## config.mk

```make
export PLATFORM = sky130hd
export DESIGN_NAME = apb_mem_slave_p
export DESIGN_NICKNAME = d
export VERILOG_FILES = /design/src/rtl/apb_mem_slave_p.sv
export SDC_FILE = /design/constraint.sdc
export NUM_CORES = 1
export LEC_CHECK = 0
export BUFFER_PORTS_ARGS = -buffer_cell sky130_fd_sc_hd__buf_2
export CAP_MARGIN = 20
export CELL_PAD_IN_SITES_DETAIL_PLACEMENT = 0
export CELL_PAD_IN_SITES_GLOBAL_PLACEMENT = 2
export CORE_MARGIN = 10
export CORE_UTILIZATION = 42
export DETAILED_ROUTE_END_ITERATION = 7
export PLACE_DENSITY_LB_ADDON = 0.1
export SKIP_LAST_GASP = 1
export SYNTH_ARGS = -nofsm -noshare
export SYNTH_HDL_FRONTEND = slang
export SYNTH_SLANG_ARGS = --single-unit
```

## constraint.sdc

```tcl
create_clock -name PCLK -period 3.1 [get_ports PCLK]
set_clock_uncertainty 0.05 [all_clocks]
set_input_delay 0.93 -clock PCLK [delete_from_list [all_inputs] [get_ports PCLK]]
set_output_delay 0.93 -clock PCLK [all_outputs]
set_load 0.005 [all_outputs]
```

## src/rtl/apb_mem_slave_p.sv

```systemverilog
// Parametrised APB memory slave with programmable wait states and PSLVERR on out-of-range words.
// Optional byte-strobe writes are enabled by defining APB_PSTRB_EN.
module apb_mem_slave_p #(
   parameter int unsigned DATA_W      = 8,
   parameter int unsigned ADDR_W      = 8,
   parameter int unsigned DEPTH       = 64,
   parameter int unsigned WAIT_STATES = 0
) (
   input  logic                PCLK,
   input  logic                PRESET,
   input  logic                PSEL,
   input  logic                PENABLE,
   input  logic                PWRITE,
   input  logic [ADDR_W-1:0]   PADDR,
   input  logic [DATA_W-1:0]   PWDATA,
   input  logic [DATA_W/8-1:0] PSTRB,
   output logic [DATA_W-1:0]   PRDATA,
   output logic                PREADY,
   output logic                PSLVERR
);

   localparam int unsigned     IDX_W   = (DEPTH > 1) ? $clog2(DEPTH) : 1;
   localparam logic [ADDR_W:0] DEPTH_C = (ADDR_W+1)'(DEPTH);
   localparam logic [3:0]      WS_C    = 4'(WAIT_STATES);

   typedef enum logic [1:0] {IDLE, WAIT, DONE} state_t;

   state_t              state, state_n;
   logic [3:0]          cnt, cnt_n;
   logic [ADDR_W-1:0]   addr_q, addr_n;
   logic                write_q, write_n;
   logic                err_q, err_n;
   logic [DATA_W-1:0]   prdata_n;
   logic                mem_we;
   logic [DATA_W-1:0]   wr_mask;
   logic [DATA_W-1:0]   mem [DEPTH];

   always_comb begin
      state_n  = state;
      cnt_n    = cnt;
      addr_n   = addr_q;
      write_n  = write_q;
      err_n    = err_q;
      prdata_n = PRDATA;
      mem_we   = 1'b0;
      unique case (state)
         IDLE: begin
            if (PSEL && !PENABLE) begin
               addr_n  = PADDR;
               write_n = PWRITE;
               err_n   = ({1'b0, PADDR} >= DEPTH_C);
               if (WS_C == 4'd0) begin
                  state_n = DONE;
               end else begin
                  state_n = WAIT;
                  cnt_n   = WS_C;
               end
            end
         end
         WAIT: begin
            if (!PSEL) begin
               state_n = IDLE;
               cnt_n   = '0;
            end else begin
               cnt_n = cnt - 4'd1;
               if (cnt == 4'd1) state_n = DONE;
            end
         end
         DONE: begin
            state_n = IDLE;
            mem_we  = PSEL && PENABLE && write_q && !err_q;
         end
         default: state_n = IDLE;
      endcase
      // addr_n/err_n cover both the zero-wait case (setup values) and the latched ones
      if (state_n == DONE && !write_n)
         prdata_n = err_n ? '0 : mem[addr_n[IDX_W-1:0]];
   end

   always_ff @(posedge PCLK) begin
      if (PRESET) begin
         state   <= IDLE;
         cnt     <= '0;
         addr_q  <= '0;
         write_q <= 1'b0;
         err_q   <= 1'b0;
         PRDATA  <= '0;
         PREADY  <= 1'b0;
         PSLVERR <= 1'b0;
      end else begin
         state   <= state_n;
         cnt     <= cnt_n;
         addr_q  <= addr_n;
         write_q <= write_n;
         err_q   <= err_n;
         PRDATA  <= prdata_n;
         PREADY  <= (state_n == DONE);
         PSLVERR <= (state_n == DONE) && err_n;
      end
   end

`ifdef APB_PSTRB_EN
   always_comb begin
      wr_mask = '0;
      for (int unsigned b = 0; b < DATA_W/8; b++)
         wr_mask[8*b +: 8] = {8{PSTRB[b]}};
   end
`else
   logic unused_strb;
   assign unused_strb = ^PSTRB;
   always_comb wr_mask = '1;
`endif

   always_ff @(posedge PCLK) begin
      if (mem_we && !PRESET)
         mem[addr_q[IDX_W-1:0]] <= (mem[addr_q[IDX_W-1:0]] & ~wr_mask) | (PWDATA & wr_mask);
   end

endmodule

```

==> summary.md, run 1 <==
| Metric | Value |
|---|---|
| Mux contribution to synthesized area | `7.594%` |
| Crit. Startpoint | `PENABLE` |
| Synth Register Bits | `536` |
| YS warnings | `0` |
| RSZ-0062 raised after global routing | `true` |
| WL/cell | `25.02 um` |
| Layout area overhead | `21.63%` |
| Synthesized area per cell | `15.19 um^2` |
| Initial antenna violation count | `0` |
| H-tree level count | `2` |
| Synth cell types | `49` |
| Crit-path max FO | `4` |
| CTS Root Cell | `clkbuf_16` |
| Core Area | `50070 um^2` |
| Final Hold Viols | `0` |
| Final Cycle Share | `103.5%` |
| Largest net degree at the start of global routing | `76` |
| Clk buf depth | `3` |
| Max_slew headroom | `49.55%` |
| IO Port Bufs | `30` |
| Register area share after synthesis | `74.65%` |
| FMAX | `311.7 MHz` |
| Die height | `244.9 um` |
| XOR/XNOR Fraction of Synth Area | `0%` |
| Leakage | `8.833 nW` |
| Worst EP required | `3.55 ns` |
| First-pass GRT wire length | `84400 um` |
| DRC Markers | `0` |
| WL final | `58510 um` |
| First-pass DRT Iterations | `5` |
| Overflow after GRT | `0` |
| Post-Synth Simple-Gate Area | `11.75%` |
| Slew Limit Fails | `0` |
| Main combinational cell family by area after synthesis | `simple AND/OR/NAND/NOR gates` |
| Overall power | `16.10 mW` |
| Post-Synth Adder-Cell Area | `0.1178%` |
| Most frequent cell after synthesis | `edfxtp_1` |
| Num CTS Buffers | `56` |
| DP Area | `23670 um^2` |
| Final WS setup | `-0.1086 ns` |
| Post-synth EDFFs | `512` |
| Die ar. | `59960 um^2` |
| Most frequent cells after synthesis | `edfxtp_1 (512), nand2_1 (270), nand3_1 (100)` |
| Reg2reg start | `state[1]` |
| Final instance area | `25830 um^2` |
| Share of cells above drive strength 1 | `24.19%` |
| Startpoint types | `input port` |
| Internal power | `12.58 mW` |
| Wire length on met2 | `29130 um` |
| Compound-Gate Fraction of Synth Area | `4.147%` |
| Combinational share of power | `7.4%` |
| Yosys top cell area share | `72.39%` |
| Crit Path Category | `in -> reg` |
| CTS Hold Bufs | `0` |
| P_sw | `3.518 mW` |
| Top Layer Used | `met4` |
| GRT Resource Usage Total | `19.15%` |
| Endpoint class of the critical path | `flip-flop` |
| Detailed placement HPWL | `38520 um` |
| Vias | `12630` |
| Clock Power Share | `43.3%` |
| CTS Sinks | `536` |
| Syn_nets | `1422` |
| Met3 wire len | `2964 um` |
| Final #Nets | `1645` |
| GPL Wtd Cong | `0.8500` |
| Switching share of total power | `21.86%` |
| Status | `complete, but fails checks` |
| Ys async rst share | `0%` |
| Worst skew pair latency | `0.61 ns` |
| Synth area leaders | `edfxtp_1 (72%), nand2_1 (4.8%), mux4_2 (4.0%)` |
| Hold/Removal Path Class | `reg -> reg` |
| Routed Antenna Nets | `0` |
| Worst-Margin Slew | `0.7567 ns` |
| DRT iter0 DRCs | `1170` |
| # IOs | `32` |
| Yosys top cell by area | `edfxtp_1` |
| Post-Synthesis Cell Area | `21240 um^2` |
| Maximum vdd drop | `554.0 uV` |
| Flop pwr share | `49.4%` |
| Post-layout min period | `3.209 ns` |
| Vias in the first global route | `12440` |
| Dominant synthesized flop cell | `edfxtp_1` |
| Cells after synthesis | `1398` |
| Horiz. Die Dim | `244.9 um` |
| Vias per cell | `5.400` |
| CTS tree | `yes` |
| Worst-path clk slew | `0.06 ns` |
| Starting Density | `42.42%` |
| Place WS | `-0.8882 ns` |
| Met1 WL | `25060 um` |
| CP arrival | `3.66 ns` |
| Min-delay src | `write_q` |
| Core Rows | `82` |
| Final hold slack | `0.4290 ns` |
| Violated checks | `negative setup slack` |
| Final Setup Violations | `4` |
| Max Cap Viol | `0` |
| Pwr Density | `623.1 nW/um^2` |
per-layer routing:
layer / vias to the layer above / global-route usage (%)
met3: 79 / 2.574
met4: 0 / 5.224
met5: - / 0
li1: 5808 / -
met2: 315 / 32.35
met1: 6428 / 25.59
power by group through the flow:
stage	combinational, mW	clock (mW)	sequential, mW
2_1_floorplan	0.554	0	8.09
3_3_place_gp	1.14	0	8.10
3_5_place_dp	1.14	0	8.10
4_1_cts	1.16	7.10	7.95
5_1_grt	1.27	7.38	7.94
6_report	1.19	6.96	7.95
flip-flops by register name (all words and copies together) (netlist names):
name and flops:
mem 512, PRDATA 8, addr_q 6, cnt 4
state 2, PREADY 1, PSLVERR 1, err_q 1
write_q 1
through the flow:
stage	util, %	setup TNS, ns	cells
2_1_floorplan	-	-0.1910	1398
3_3_place_gp	47.27	-5.179	2226
3_5_place_dp	47.27	-5.239	2226
4_1_cts	51.26	-0.3750	2331
5_1_grt	51.59	-0.2975	2338
6_report	51.60	-0.1709	2339
critical path, cell delays in order:
cell and delay, ns:
buf_6 0.09, or4b_4 0.51, mux2_8 0.41, buf_12 0.15
buf_8 0.11, mux4_2 0.42, a22oi_2 0.24, and3_4 0.26
nand4_1 0.27, and3_1 0.24
layout by cell type (no fill, tap or decap), types with 5 or more instances in the layout:
cell type  Yosys  routed
dfxtp_1       24      24
and2_1         6       6
mux2_2         6       5
a32oi_1       26      26
mux4_2        38      38
a21oi_1       32      32
nor2b_1        9       9
a22oi_1       13       7
nand3b_1       5       5
clkinv_4       0       5
clkbuf_1      34       5
mux2i_1       66      65
nand3_1      100      97
a211oi_1       6       6
clkinv_1       0      15
a31oi_1       17      17
a21o_1         7       7
nand4_1       26      26
buf_2         25      29
buf_4          3     182
or3b_2         5       5
and3_1         8       6
buf_12         0      18
clkinv_2       0       6
buf_6          5       5
nor2_1        87      83
clkbuf_16      0      60
bufinv_16      0      10
nand2_1      270     269
o22ai_1       11      11
edfxtp_1     512     512
a22oi_2        0       6
repair_timing:
action | CTS | global route
endpoints found under the setup margin | 2 | 8
buffers inserted | 2 | 4
gates cloned | 0 | 3
gates resized for setup | 14 | 13
pin swaps | 6 | 9
endpoints found under the hold margin | 0 | 0
cell type report:
class / instances / area (um^2)
clock inverter: 41 / 471.7
inverter: 2 / 7.507
fill: 4300 / 24230
multi-input combinational: 785 / 5137
timing repair buffer: 240 / 2073
tap: 672 / 840.8
antenna: 1 / 2.502
clock buffer: 62 / 1445
sequential: 536 / 15860
logic make-up after synthesis:
family                   Yosys count
buffers and inverters             77
AO/OA/AOI/OAI                    124
adder cells (fa/ha/maj)            2
flip-flops                       536
multiplexers                     112
AND/OR/NAND/NOR                  547
worst paths after layout:
path          endpoint  slack [ns]  cells past startpoint
min reg2reg    write_q        0.43                      2
max reg2reg  PRDATA[7]       -0.06                     10
max          PRDATA[7]       -0.11                     10
min            write_q        0.43                      2
Power figures use the tool's default switching activity.
==> run 2: changes to the inputs <==
CORE_MARGIN = default   (was 10)
==> summary.md, run 2 (synthesis gave the netlist of run 1 again) <==
| Metric | Value |
|---|---|
| Final Cycle Share | `100.9% (-2.7 points)` |
| Share of cells above drive strength 1 | `26.08% (+1.9 points)` |
| GRT Resource Usage Total | `23.59% (+4.4 points)` |
| Slew Limit Fails | `0 (unchanged)` |
| DRT iter0 DRCs | `941 (-20%)` |
| Violated checks | `negative setup slack` |
| Placed insts | `2264 (+1.7%)` |
| Overflow after GRT | `0 (unchanged)` |
| Endpoint class of the critical path | `flip-flop` |
| Starting Density | `42.42% (unchanged)` |
| Largest net degree at the start of global routing | `65 (-14%)` |
| WL final | `59590 um (+1.8%)` |
| Place WS | `-0.7605 ns (+0.1277 ns)` |
| Vias per cell | `5.376 (-0.44%)` |
| Max Cap Viol | `0 (unchanged)` |
| Worst skew pair latency | `0.61 ns (about the same)` |
| Post-layout min period | `3.126 ns (-0.08216 ns)` |
| H-tree level count | `2 (unchanged)` |
| Cell Count, Final, Fillers Out | `2387 (+2.1%)` |
| Num CTS Buffers | `56 (unchanged)` |
| IO Port Bufs | `30 (unchanged)` |
| Vias in the first global route | `12540 (+0.80%)` |
| CTS tree | `yes` |
| Commonest non-fill, non-tap cell in the layout | `edfxtp_1` |
| Fillers | `4287 (-0.30%)` |
| GPL Wtd Cong | `0.8056 (-5.2%)` |
| First-pass DRT Iterations | `4 (-1)` |
| WL/cell | `24.97 um (-0.20%)` |
| Horiz. Die Dim | `226.9 um (-7.4%)` |
| CTS Root Cell | `clkbuf_16` |
| Worst-path clk slew | `0.06 ns (about the same)` |
| CP arrival | `3.58 ns (-0.08 ns)` |
| Number of flip-flops under the largest register name | `512 (unchanged)` |
| Worst-Margin Slew | `1.027 ns (+0.2707 ns)` |
| Startpoint types | `input port` |
| Hold/Removal Path Class | `reg -> reg` |
| # IOs | `32 (unchanged)` |
| Final Util | `52.21% (+0.61 points)` |
| Final Setup Violations | `1 (-3)` |
| Initial antenna violation count | `1 (+1)` |
| Status | `complete, but fails checks` |
| Layout area overhead | `23.08%` |
| FMAX | `319.8 MHz (+2.6%)` |
| Final hold slack | `0.4235 ns (-0.005560 ns)` |
| Crit Path Category | `in -> reg` |
| CTS Hold Bufs | `0 (unchanged)` |
| Max_slew headroom | `31.37% (-18 points)` |
| Final WS setup | `-0.02648 ns (+0.08216 ns)` |
| RSZ-0062 raised after global routing | `true` |
| First-pass GRT wire length | `85700 um (+1.5%)` |
| Setup TNS | `-0.02648 ns (+0.1445 ns)` |
| Clk buf depth | `3 (unchanged)` |
| Die ar. | `51470 um^2 (-14%)` |
| Detailed placement HPWL | `39040 um (+1.3%)` |
| Vias | `12830 (+1.6%)` |
| CTS Sinks | `536 (unchanged)` |
| DRC Markers | `0 (unchanged)` |
| Pwr Density | `609.7 nW/um^2 (-2.1%)` |
| Die height | `226.9 um (-7.4%)` |
| Final #Nets | `1692 (+2.9%)` |
| Most frequent cells in the layout | `edfxtp_1 (512), nand2_1 (270), buf_4 (224)` |
| Routed Antenna Nets | `0 (unchanged)` |
| Final Hold Viols | `0 (unchanged)` |
| Crit-path max FO | `7 (+3)` |
| Core Area | `50070 um^2 (unchanged)` |
| Core Rows | `82 (unchanged)` |
| DP Area | `23930 um^2 (+1.1%)` |
| Final instance area | `26140 um^2 (+1.2%)` |
| Maximum vdd drop | `505.1 uV (-8.8%)` |
| Overall power | `15.94 mW (-0.98%)` |
| Leakage | `9.011 nW (+2.0%)` |
| Worst EP required | `3.56 ns (about the same)` |
[run 2: changes by cell type in the layout (fill, tap and decap cells not counted), moves of 3 or more]
| cell | change |
|---|---|
| buf_12 | +3 |
| buf_4 | +42 |
| bufinv_16 | -3 |
| clkinv_2 | +4 |
| clkinv_4 | -5 |
| clkinvlp_4 | +5 |
| mux2_4 | +3 |
[run 2: routing by layer]
metal	up-vias	wire length, um	GRT usage [%]
li1	5907	-	-
met1	6501	27200	33.56
met2	330	27270	36.30
met3	94	3283	4.341
met4	0	1835	8.304
met5	-	0	0
[run 2: report_power, final]
group	internal [mW]	switching, mW	total, mW
registers	7.93	0.0179	7.95
clock network	3.92	2.80	6.72
logic	0.500	0.767	1.27
total	12.4	3.59	15.9
[run 2: worst paths after layout]
check / start / to / slack [ns] / cells past startpoint
worst min register to register: write_q / write_q / 0.42 / 2
worst max register to register: state[1] / PRDATA[7] / 0.04 / 9
worst max-delay path: PENABLE / PRDATA[7] / -0.03 / 10
worst min-delay path: write_q / write_q / 0.42 / 2
[run 2: worst max-delay path, cell delays in order]
cell     delay (ns)
buf_2          0.10
or4b_4         0.53
mux2_8         0.43
buf_4          0.16
mux4_2         0.42
a22oi_2        0.19
buf_4          0.14
and3_4         0.19
nand4_1        0.25
and3_1         0.24
[run 2: what timing repair did]
item,CTS,global route
gates cloned,3,2
buffers inserted,6,7
pin swaps,6,10
endpoints found under the setup margin,6,8
resized for setup,7,21
[run 2: final cells by class]
cell class                 count  area [um^2]  share of cell area (%)
sequential                   536        15860                   60.65
multi-input combinational    788         5195                   19.87
timing repair buffer         284         2405                   9.199
clock buffer                  61         1441                   5.514
tap                          672        840.8                   3.216
clock inverter                43        394.1                   1.508
inverter                       2        7.507                 0.02872
antenna                        1        2.502                0.009573
==> run 3: changes to the inputs <==
REMOVE_ABC_BUFFERS = 1   (was default)
==> summary.md, run 3 (synthesis gave the netlist of run 1 again) <==
| Metric | Value |
|---|---|
| Post-layout min period | `3.216 ns (+0.08948 ns)` |
| Worst EP required | `3.56 ns (about the same)` |
| Core Area | `50070 um^2 (unchanged)` |
| Crit-path max FO | `8 (+1)` |
| Max Cap Viol | `0 (unchanged)` |
| M2 GR Usage | `36.89% (+0.59 points)` |
| First-pass DRT Iterations | `5 (+1)` |
| DRC Markers | `0 (unchanged)` |
| DP Area | `23870 um^2 (-0.22%)` |
| Fillers | `4268 (-0.44%)` |
| Max_slew headroom | `36.59% (+5.2 points)` |
| Overflow after GRT | `0 (unchanged)` |
| FMAX | `310.9 MHz (-2.8%)` |
| Final Hold Viols | `0 (unchanged)` |
| Final #Nets | `1682 (-0.59%)` |
| Worst-path clk slew | `0.06 ns (about the same)` |
| Detailed placement HPWL | `39210 um (+0.42%)` |
| Final Setup Violations | `6 (+5)` |
| CTS Hold Bufs | `0 (unchanged)` |
| RSZ-0062 raised after global routing | `true` |
| Endpoint class of the critical path | `flip-flop` |
| Worst skew pair latency | `0.62 ns (about the same)` |
| Routed Antenna Nets | `0 (unchanged)` |
| First-pass GRT wire length | `84240 um (-1.7%)` |
| Final Cycle Share | `103.7% (+2.9 points)` |
| WL/cell | `24.47 um (-2.0%)` |
| CP peak stage delay | `0.65 ns (+0.12 ns)` |
| Initial antenna violation count | `0 (-1)` |
| Antenna cells | `0 (-1)` |
| Worst-Margin Slew | `0.9493 ns (-0.07813 ns)` |
| Leakage | `8.926 nW (-0.95%)` |
| H-tree level count | `2 (unchanged)` |
| WL final | `58200 um (-2.3%)` |
| GPL Wtd Cong | `0.8106 (+0.62%)` |
| Crit Path Category | `in -> reg` |
| Number of flip-flops under the largest register name | `512 (unchanged)` |
| Buf/Inv on CP | `2 (-1)` |
| Final instance area | `25930 um^2 (-0.82%)` |
| Starting Density | `42.42% (unchanged)` |
| CTS tree | `yes` |
| IO Port Bufs | `30 (unchanged)` |
| Critical Path Slowest Stage Cell | `or4b_4` |
| Clk buf depth | `3 (unchanged)` |
| Status | `complete, but fails checks` |
| DRT iter0 DRCs | `1028 (+9.2%)` |
| GR Util met1 | `31.88% (-1.7 points)` |
| Startpoint types | `input port` |
| Hold/Removal Path Class | `reg -> reg` |
| GRT busiest layer | `met2` |
| Pwr Density | `597.1 nW/um^2 (-2.1%)` |
| Commonest non-fill, non-tap cell in the layout | `edfxtp_1` |
| GRT Resource Usage Total | `23.08% (-0.51 points)` |
| Most frequent cells in the layout | `edfxtp_1 (512), nand2_1 (270), buf_4 (217)` |
| # IOs | `32 (unchanged)` |
| Share of cells above drive strength 1 | `25.44% (-0.64 points)` |
| Vias | `12690 (-1.1%)` |
| Horiz. Die Dim | `226.9 um (unchanged)` |
| Met3 usage | `3.460% (-0.88 points)` |
| Layout area overhead | `22.07%` |
| Num CTS Buffers | `57 (+1.8%)` |
| Die height | `226.9 um (unchanged)` |
| Violated checks | `negative setup slack` |
| CTS Root Cell | `clkbuf_16` |
| Largest delay contributor family on the critical path | `simple AND/OR/NAND/NOR gates` |
| CTS Sinks | `536 (unchanged)` |
| Final Util | `51.78% (-0.43 points)` |
| Slew Limit Fails | `0 (unchanged)` |
| Final WS setup | `-0.1160 ns (-0.08948 ns)` |
| Vias in the first global route | `12650 (+0.86%)` |
| Core Rows | `82 (unchanged)` |
| CP Cell Sequence | `buf_6, or4b_4, mux2_8, mux4_2, a22oi_2, and3_1, nand4_1, buf_4, o211a_1` |
| Vias per cell | `5.336 (-0.74%)` |
| Die ar. | `51470 um^2 (unchanged)` |
| Largest net degree at the start of global routing | `65 (unchanged)` |
| Maximum vdd drop | `426.1 uV (-16%)` |
| CP arrival | `3.67 ns (+0.09 ns)` |
[run 3: cell types whose count changed in the layout (fill, tap and decap cells not counted), sizes merged]
cell      delta
diode        -1
bufinv       -5
buf          -9
clkinv       +2
clkinvlp     -5
clkbuf      +10
inv          -1
[run 3: power breakdown]
group,internal [mW],total (mW),switching (mW)
logic,0.488,1.22,0.732
clock network,3.55,6.31,2.77
registers,7.93,7.95,0.0160
[run 3: through the flow]
stage / hold WS [ns] / setup WS (ns) / instances / TNS, ns / power [mW]
2_1_floorplan: 0.3933 / -2.936 / 1323 / -25.10 / 8.612
3_3_place_gp: 0.4159 / -0.8441 / 2248 / -5.868 / 9.257
3_5_place_dp: 0.4231 / -0.8544 / 2248 / -5.915 / 9.265
4_1_cts: 0.4314 / -0.03759 / 2359 / -0.03759 / 15.59
5_1_grt: 0.4627 / -0.1760 / 2378 / -0.7261 / 15.95
6_report: 0.4318 / -0.1160 / 2378 / -0.3520 / 15.48
[run 3: per-layer routing]
metal / routed length (um) / up-vias / part of all wire [%]
met4: 1690 / 0 / 2.9
met1: 25920 / 6412 / 45
met3: 2715 / 89 / 4.7
met5: 0 / - / 0
li1: - / 5889 / -
met2: 27880 / 299 / 48
[run 3: area by class of cell]
| type | instances | area, um^2 | area share, % |
|---|---|---|---|
| tap | 672 | 840.8 | 3.243 |
| clock inverter | 34 | 232.7 | 0.8976 |
| clock buffer | 73 | 1486 | 5.733 |
| inverter | 2 | 7.507 | 0.02896 |
| multi-input combinational | 788 | 5225 | 20.15 |
| sequential | 536 | 15860 | 61.16 |
| timing repair buffer | 273 | 2278 | 8.788 |
[run 3: repair_timing]
item / 4_1_cts / 5_1_grt
cloned: 3 / 0
gates resized for setup: 9 / 18
buffers inserted: 1 / 19
pin swaps: 0 / 11
endpoints found under the setup margin: 8 / 8
[run 3: final timing paths]
check / from / slack, ns / to / depth (start not counted)
min: write_q / 0.43 / write_q / 2
max: PENABLE / -0.12 / PRDATA[0] / 9
min reg2reg: write_q / 0.43 / write_q / 2
max reg2reg: state[0] / -0.02 / PRDATA[0] / 8
[run 3: tightest hold or removal path, cell delays in order, from the launching register on]
cell and delay [ns]:
dfxtp_1 0.32, nand2_1 0.06, a21oi_1 0.06
